**src/rtl/hazard_ctrl.sv**
```systemverilog
// -----------------------------------------------------------------------------
// hazard_ctrl -- pipeline sequencing controller for the 5-stage core.
//
// Each cycle it decides whether every pipeline register advances, holds or
// takes a bubble:
//   * load-use hazard on the IF/ID instruction -> one-cycle stall + ID/EX bubble
//   * EX-resolved redirect                     -> squash IF/ID and ID/EX
//   * data memory busy                         -> freeze, watchdog on the wait
//   * watchdog expiry                          -> HALT until reset
// It also produces registered EX forwarding selects and saturating
// stall / flush performance counters.
//
// Ports:
//   clk_i, rst_ni             clock, asynchronous active-low reset
//   ifid_instr_i/valid_i      instruction being decoded
//   idex_rd_i/mem_read_i      destination / load flag of the ID/EX instruction
//   exmem_rd_i/reg_write_i    destination / write flag of the EX/MEM instruction
//   memwb_rd_i/reg_write_i    destination / write flag of the MEM/WB instruction
//   ex_redirect_i             taken branch/jump resolved in EX
//   dmem_req_i, dmem_ready_i  data memory handshake
//   *_en_o, *_flush_o         pipeline register enables / bubble inserts
//   fwd_a_o, fwd_b_o          EX operand source (00 RF, 01 EX/MEM, 10 MEM/WB)
//   stall_cnt_o, flush_cnt_o  saturating performance counters
//   mem_err_o                 watchdog expired, pipeline halted
// -----------------------------------------------------------------------------
module hazard_ctrl #(
  parameter int CNT_W       = 32,
  parameter int MEM_TIMEOUT = 255,
  parameter int TO_W        = 8
) (
  input  logic             clk_i,
  input  logic             rst_ni,
  input  logic [31:0]      ifid_instr_i,
  input  logic             ifid_valid_i,
  input  logic [4:0]       idex_rd_i,
  input  logic             idex_mem_read_i,
  input  logic [4:0]       exmem_rd_i,
  input  logic             exmem_reg_write_i,
  input  logic [4:0]       memwb_rd_i,
  input  logic             memwb_reg_write_i,
  input  logic             ex_redirect_i,
  input  logic             dmem_req_i,
  input  logic             dmem_ready_i,
  output logic             pc_en_o,
  output logic             ifid_en_o,
  output logic             ifid_flush_o,
  output logic             idex_en_o,
  output logic             idex_flush_o,
  output logic             exmem_en_o,
  output logic             memwb_flush_o,
  output logic [1:0]       fwd_a_o,
  output logic [1:0]       fwd_b_o,
  output logic [CNT_W-1:0] stall_cnt_o,
  output logic [CNT_W-1:0] flush_cnt_o,
  output logic             mem_err_o
);

  localparam logic [6:0] OPC_LUI    = 7'b0110111;
  localparam logic [6:0] OPC_AUIPC  = 7'b0010111;
  localparam logic [6:0] OPC_JAL    = 7'b1101111;
  localparam logic [6:0] OPC_OP     = 7'b0110011;
  localparam logic [6:0] OPC_STORE  = 7'b0100011;
  localparam logic [6:0] OPC_BRANCH = 7'b1100011;

  typedef enum logic [1:0] {
    S_RUN      = 2'd0,
    S_MEM_WAIT = 2'd1,
    S_HALT     = 2'd2
  } state_e;

  state_e           state_q, state_d;
  logic [TO_W-1:0]  wd_q, wd_d, wd_inc;
  logic [4:0]       rs1_q, rs1_d, rs2_q, rs2_d;
  logic [CNT_W-1:0] stall_cnt_q, flush_cnt_q;
  logic             mem_err_q;

  logic [6:0] opcode;
  logic [4:0] rs1, rs2;
  logic       use_rs1, use_rs2, load_use, mem_wait, redirect_hit, stall_inc;

  // Counters stick at all-ones instead of wrapping.
  function automatic logic [CNT_W-1:0] sat_inc(input logic [CNT_W-1:0] v);
    return (&v) ? v : v + CNT_W'(1);
  endfunction

  // EX/MEM wins over MEM/WB; x0 is never forwarded.
  function automatic logic [1:0] fwd_sel(input logic [4:0] rs);
    if (exmem_reg_write_i && exmem_rd_i != 5'd0 && exmem_rd_i == rs) return 2'b01;
    if (memwb_reg_write_i && memwb_rd_i != 5'd0 && memwb_rd_i == rs) return 2'b10;
    return 2'b00;
  endfunction

  // Only opcode and source register fields are decoded here.
  logic unused_instr_bits;
  assign unused_instr_bits = ^{ifid_instr_i[31:25], ifid_instr_i[14:7]};

  assign opcode   = ifid_instr_i[6:0];
  assign rs1      = ifid_instr_i[19:15];
  assign rs2      = ifid_instr_i[24:20];
  assign use_rs1  = !(opcode == OPC_LUI || opcode == OPC_AUIPC || opcode == OPC_JAL);
  assign use_rs2  = (opcode == OPC_OP || opcode == OPC_STORE || opcode == OPC_BRANCH);
  assign load_use = ifid_valid_i && idex_mem_read_i && (idex_rd_i != 5'd0) &&
                    ((use_rs1 && rs1 == idex_rd_i) || (use_rs2 && rs2 == idex_rd_i));
  assign mem_wait = dmem_req_i && !dmem_ready_i;
  assign wd_inc   = wd_q + TO_W'(1);

  always_comb begin
    pc_en_o       = 1'b0;
    ifid_en_o     = 1'b0;
    ifid_flush_o  = 1'b0;
    idex_en_o     = 1'b0;
    idex_flush_o  = 1'b0;
    exmem_en_o    = 1'b0;
    memwb_flush_o = 1'b0;
    redirect_hit  = 1'b0;
    state_d       = state_q;
    case (state_q)
      S_HALT: state_d = S_HALT;
      default: begin
        if (mem_wait) begin
          // Freeze everything up to EX/MEM; MEM/WB gets a bubble.
          memwb_flush_o = 1'b1;
          state_d       = S_MEM_WAIT;
          if (state_q == S_MEM_WAIT && wd_inc == TO_W'(MEM_TIMEOUT)) state_d = S_HALT;
        end else if (ex_redirect_i) begin
          // Redirect outranks load-use: the stalled instruction is wrong-path anyway.
          pc_en_o      = 1'b1;
          ifid_en_o    = 1'b1;
          idex_en_o    = 1'b1;
          exmem_en_o   = 1'b1;
          ifid_flush_o = 1'b1;
          idex_flush_o = 1'b1;
          redirect_hit = 1'b1;
          state_d      = S_RUN;
        end else if (load_use) begin
          idex_en_o    = 1'b1;
          exmem_en_o   = 1'b1;
          idex_flush_o = 1'b1;
          state_d      = S_RUN;
        end else begin
          pc_en_o    = 1'b1;
          ifid_en_o  = 1'b1;
          idex_en_o  = 1'b1;
          exmem_en_o = 1'b1;
          state_d    = S_RUN;
        end
      end
    endcase
  end

  always_comb begin
    if (state_q != S_MEM_WAIT || dmem_ready_i) wd_d = '0;
    else if (mem_wait)                         wd_d = wd_inc;
    else                                       wd_d = wd_q;

    if (idex_flush_o) begin
      rs1_d = 5'd0;
      rs2_d = 5'd0;
    end else if (idex_en_o) begin
      rs1_d = use_rs1 ? rs1 : 5'd0;
      rs2_d = use_rs2 ? rs2 : 5'd0;
    end else begin
      rs1_d = rs1_q;
      rs2_d = rs2_q;
    end
  end

  assign stall_inc = (state_q != S_HALT) && !pc_en_o;

  always_ff @(posedge clk_i or negedge rst_ni) begin
    if (!rst_ni) begin
      state_q     <= S_RUN;
      wd_q        <= '0;
      rs1_q       <= 5'd0;
      rs2_q       <= 5'd0;
      stall_cnt_q <= '0;
      flush_cnt_q <= '0;
      mem_err_q   <= 1'b0;
    end else begin
      state_q   <= state_d;
      wd_q      <= wd_d;
      rs1_q     <= rs1_d;
      rs2_q     <= rs2_d;
      mem_err_q <= (state_d == S_HALT);
      if (stall_inc)    stall_cnt_q <= sat_inc(stall_cnt_q);
      if (redirect_hit) flush_cnt_q <= sat_inc(flush_cnt_q);
    end
  end

  assign fwd_a_o     = fwd_sel(rs1_q);
  assign fwd_b_o     = fwd_sel(rs2_q);
  assign stall_cnt_o = stall_cnt_q;
  assign flush_cnt_o = flush_cnt_q;
  assign mem_err_o   = mem_err_q;

endmodule

```
**config.mk**
```make
export PLATFORM = sky130hd
export DESIGN_NAME = hazard_ctrl
export DESIGN_NICKNAME = d
export VERILOG_FILES = /design/src/rtl/hazard_ctrl.sv
export SDC_FILE = /design/constraint.sdc
export NUM_CORES = 1
export LEC_CHECK = 0
export ABC_AREA = 1
export CAP_MARGIN = 20
export CORE_ASPECT_RATIO = 1.2
export CORE_UTILIZATION = 25
export CTS_BUF_LIST = sky130_fd_sc_hd__clkbuf_4
export CTS_CLUSTER_SIZE = 25
export DETAILED_ROUTE_END_ITERATION = 7
export GPL_ROUTABILITY_DRIVEN = 0
export MAX_ROUTING_LAYER = met4
export PLACE_DENSITY = 0.55
export SLEW_MARGIN = 20
export SYNTH_ARGS = -nofsm -noshare
export SYNTH_HDL_FRONTEND = slang
export SYNTH_SLANG_ARGS = --single-unit
export TNS_END_PERCENT = 30
```
**constraint.sdc**
```tcl
create_clock -name clk_i -period 2.5 [get_ports clk_i]
set_input_delay 0.5 -clock clk_i [delete_from_list [all_inputs] [get_ports clk_i]]
set_output_delay 0.5 -clock clk_i [all_outputs]
set_load 0.01 [all_outputs]
```
# Yosys cells after proc, flatten, opt, wreduce, memory -nomap -nowiden
# Cells that the tools add are included.
totals:
  register_bits: 85
  in_bits: 56
  out_inout_bits: 76
  word_cells: 102
op_classes:
  n_addsub: 3
  n_eq_ne: 18
  n_mux: 40
  bitwise: 2
  reduce_logical: 32
ops:
  columns: ["operator", "count"]
  rows:
  - ["$add 32x1->32 const B", 2]
  - ["$reduce_and 32->1", 2]
  - ["$eq 5x5->1", 6]
  - ["$mux 5", 6]
  - ["$mux 2", 11]
  - ["$eq 7x6->1 const B", 3]
  - ["$mux 1", 21]
  - ["$mux 8", 2]
  - ["$reduce_bool 5->1", 3]
  - ["$eq 7x7->1 const B", 2]
  - ["$logic_and 1x1->1", 14]
  - ["$add 8x1->8 const B", 1]
  - ["$eq 8x8->1 const B", 1]
  - ["$eq 7x5->1 const B", 1]
  - ["$logic_or 1x1->1", 6]
  - ["$eq 2x2->1 const B", 2]
  - ["$reduce_and 2->1", 2]
  - ["$reduce_bool 2->1", 2]
  - ["$logic_not 1->1", 3]
  - ["$eq 2x1->1 const B", 1]
  - ["$ne 2x1->1 const B", 1]
  - ["$ne 2x2->1 const B", 1]
  - ["$not 1->1", 2]

# Logic depth before layout (Yosys ltp)
depth:
  depth_word: 14
  depth_mapped: 13
  depth_no_buf: 12

# Least setup slack after synthesis
# No wires, ideal clock.
synth_timing:
  path_type: "input-to-output"
  startpoint: "in dmem_req_i"
  endpoint: "out idex_flush_o"
  arrival_time_ns: 1.490
  t_required_ns: 2.000
  path_slack_ns: 0.510
  path_stages: 8
  path_buffers: 1
  cell_sequence: "inv_1 > nor2_1 > inv_1 > nand2_1 > clkinv_1 > nand2_1 > buf_2 > inv_1"
synth_via:
  elab_chain_cells: 3
synth_rtl:
  columns: ["item", "line", "rtl"]
  rows:
  - ["start, declared", "42", "input logic dmem_req_i,"]
  - ["$logic_and 1x1->1", "104", "assign mem_wait = dmem_req_i && !dmem_ready_i;"]
  - ["$mux 1", "120", "if (mem_wait) begin"]
  - ["$mux 1", "117", "case (state_q)"]
  - ["end, declared", "48", "output logic idex_flush_o,"]
# Every way passes these cells.

# Worst setup path in the final report
layout_timing:
  startpoint: "in exmem_rd_i[1]"
  endpoint: "out fwd_b_o[0]"
layout_via:
  elab_chain_cells: 5
  word_cells_on_any_way: 6
  cone_classes: "eq/ne: 1; mux: 2; reduce/logical: 3"
layout_rtl:
  columns: ["item", "line", "rtl"]
  rows:
  - ["start, declared", "37", "input logic [4:0] exmem_rd_i,"]
  - ["$reduce_bool 5->1", "88", "if (exmem_reg_write_i && exmem_rd_i != 5'd0 && exmem_rd_i == rs) return 2'b01;"]
  - ["$logic_and 1x1->1", "88", null]
  - ["$logic_and 1x1->1 (*)", "88", null]
  - ["$mux 1 (*)", "88", null]
  - ["$mux 2 (*)", "89", "if (memwb_reg_write_i && memwb_rd_i != 5'd0 && memwb_rd_i == rs) return 2'b10;"]
  - ["end, declared", "52", "output logic [1:0] fwd_b_o,"]
# Mark *: on every way between the ends. The rest lies on a longest branch, timed or not.

==> flow_summary.ini <==
[floorplanning]
initial_core_util = 0.257
rows = 58
ios = 132
die_y_um = 163
die_width_um = 137
core_area_sq_um = 21100
die_area_sq_um = 22300

[timing]
slew_viol_final = 0
max_freq_mhz = 400
fin_hold_ws_ns = 0.520
skew_ns = 0.0270
slew_headroom = 0.672
max_slew.worst_pin.slew_ns = 0.492
setup_ws_ns = 0.00294
finalCriticalPeriod_ns = 2.50
finalHoldViolCount = 0
rsz0062_at_grt = yes
setup_viol = 0
final.period_utilization = 0.999

[worst_hold_path]
hold_path.class = input pin to async pin

[placed_design]
post-dp-hpwl_um = 11700
io_buffers = 116
post-place-ws_ns = -0.491

[synthesis]
synth_edf_count = 0
ys_warn_count = 0
yosysTopAreaCellShare = 0.392
synth_area_leaders = dfrtp_1 39%, nand2_1 17%, xor2_1 8.4%
syn_inst = 749
ys_seq_area_frac = 0.392
ys_seq_elements = 85
async_flop_share = 1.00
synth_nets = 809
synth.distinct_cells = 35
synthFlopType = dfrtp_1
syn_area_sq_um = 5430
avgSynthCellArea_sq_um = 7.25
yosysTopAreaCell = dfrtp_1

[pwr]
power_mw = 2.39
p_leak_nw = 3.55
peakVddDrop_uv = 198
power_density_nw_per_um2 = 325

[detailed_routing]
vias = 5189
ant_nets = 0
dr.pass1.iters = 4
dr.first_iter.drc_count = 254
wl_per_cell_um = 13.0
via_per_inst = 4.40
drc = 0
routed_wl_um = 15300

[clocking]
cts_tree = done
clock-sinks = 85
clock_path_buffers = 2
cts_max_level = 3
clkTransAtPathRegs_ns = 0.15
numCtsBuffers = 9
root_buffer = clkbuf_4
clock_latency_ns = 0.46

[setup_path]
crit_family = buffers and inverters
crit_buf_inv = 4
cp-start-kind = input pin
cp_data_arrival_time_ns = 2.00
r2r_end = stall_cnt_o[20]
cpMostUsedCell = buf_4
cp.required_ns = 2.00
slowest_delay_ns = 0.42
slowest_stage = clkdlybuf4s50_1
path_cells = clkdlybuf4s50_1 > buf_4 > xnor2_1 > nand4_1 > nor3_2 > buf_4 > dlygate4sd2_1
worstPathMaxFanout = 2
r2r_slack_ns = 0.26
end_kind = output pin
crit_type = input pin to output pin
reg2reg_depth = 11
reg2reg_from = stall_cnt_o[0]

[grt]
grt-ovfl-total = 0
grt_pass1_vias = 4993
track_usage = 0.147
antenna_found_initial = 1
grt_max_degree = 39
grt_pass1_wl_um = 25000

[finish]
drive_above_1_share = 0.0991
fill_cells = 2267
regArea_sq_um = 2130
multiInputGateArea_sq_um = 2980
syn_to_final_growth_pct = 35.7
nNetsFinal = 963

[status]
status = finished clean

[run]
drv_cap = 0
[state kept, by name, indices dropped and copies added (netlist names)]
register,flops
flush_cnt_o,32
mem_err_o,1
rs1_q,5
rs2_q,5
stall_cnt_o,32
state_q,2
wd_q,8
[area by class of cell]
cell class                 count  share of cell area
antenna                        1            0.000340
clock buffer                   9             0.00917
clock inverter                 7             0.00849
inverter                      76              0.0389
multi-input combinational    571               0.405
sequential                    85               0.289
tap                          270              0.0459
timing repair buffer         160               0.204
[Yosys cell counts (2+ instances only)]
| master | count |
|---|---|
| or2_2 | 2 |
| o21ai_0 | 9 |
| nor3_1 | 29 |
| nand4_1 | 20 |
| xnor2_1 | 34 |
| o41ai_1 | 2 |
| nor4_1 | 2 |
| a21oi_1 | 2 |
| nor2_4 | 2 |
| buf_6 | 3 |
| nand3b_1 | 2 |
| o22ai_1 | 4 |
| nand2_1 | 239 |
| buf_2 | 6 |
| ha_1 | 4 |
| buf_1 | 3 |
| inv_1 | 74 |
| dfrtp_1 | 85 |
| buf_4 | 4 |
| nand3_1 | 75 |
| nor2_1 | 83 |
| xor2_1 | 52 |
[where the power goes]
group          leakage [nW]  total [mW]  internal (mW)  switching [mW]
Combinational          2.30       0.218          0.112           0.107
Clock                0.0699       0.797          0.227           0.570
Sequential             1.18        1.38           1.38               0
[placed cells by master, fill, tap and decap left out, drive strengths merged]
master,instances
o31ai,1
clkinvlp,1
nor2,86
xnor2,34
nand3,77
a21oi,2
dlymetal6s2s,7
dlygate4sd2,11
nor4,2
o22ai,4
o21ai,10
clkbuf,11
nand2,241
clkdlybuf4s50,91
dfrtp,85
diode,1
o41ai,2
clkinv,2
ha,4
buf,45
xor2,52
inv,80
clkdlybuf4s15,3
and3,1
dlygate4sd3,1
or2,2
nor3,29
nand4,20
nand3b,2
a21boi,1
nor3b,1
[metal layers]
metal  GRT usage  wire [um]  vias to the layer above
met5           -          0                        -
met4      0.0394        123                        0
met3      0.0248        540                        6
met2       0.247       7710                       91
met1       0.180       6910                     2418
li1            -          -                     2674
[cell families (layout without fill, tap and decap cells)]
kind of cell,Yosys count,after routing,synth area share
AND/OR/NAND/NOR,461,461,0.365
buffers and inverters,93,252,0.0726
XOR/XNOR,86,86,0.139
flip-flops,85,85,0.392
AO/OA/AOI/OAI,20,20,0.0224
adder cells (fa/ha/maj),4,4,0.00922
other,0,1,0
[worst max path at each step]
stage | cells after the start | to | start | slack [ns]
2_1_floorplan | 8 | idex_flush_o | dmem_req_i | 0.51
6_report | 7 | fwd_b_o[0] | exmem_rd_i[1] | 0.003
3_5_place_dp | 12 | idex_flush_o | idex_rd_i[4] | -0.49
3_3_place_gp | 12 | idex_flush_o | idex_rd_i[4] | -0.47
5_1_grt | 7 | fwd_b_o[0] | exmem_rd_i[1] | -0.06
4_1_cts | 11 | idex_flush_o | idex_rd_i[2] | -0.06
[through the flow]
| stage | utilization | cells | area (sq um) | setup TNS [ns] |
|---|---|---|---|---|
| after floorplan | - | 749 | 5430 | 0 |
| after global placement | 0.338 | 1160 | 7140 | -3.66 |
| after detailed placement | 0.338 | 1160 | 7140 | -4.32 |
| after CTS | 0.347 | 1177 | 7320 | -0.171 |
| after global routing | 0.349 | 1179 | 7370 | -0.131 |
| final | 0.349 | 1179 | 7370 | 0 |
[repair_timing]
action,CTS,global route
gates resized for setup,33,22
hold buffers,1,0
endpoints found under the hold margin,32,0
pin swaps,3,10
setup buffers,0,1
setup endpoints to repair,11,8
No activity file was read; power rests on OpenSTA's default activity.
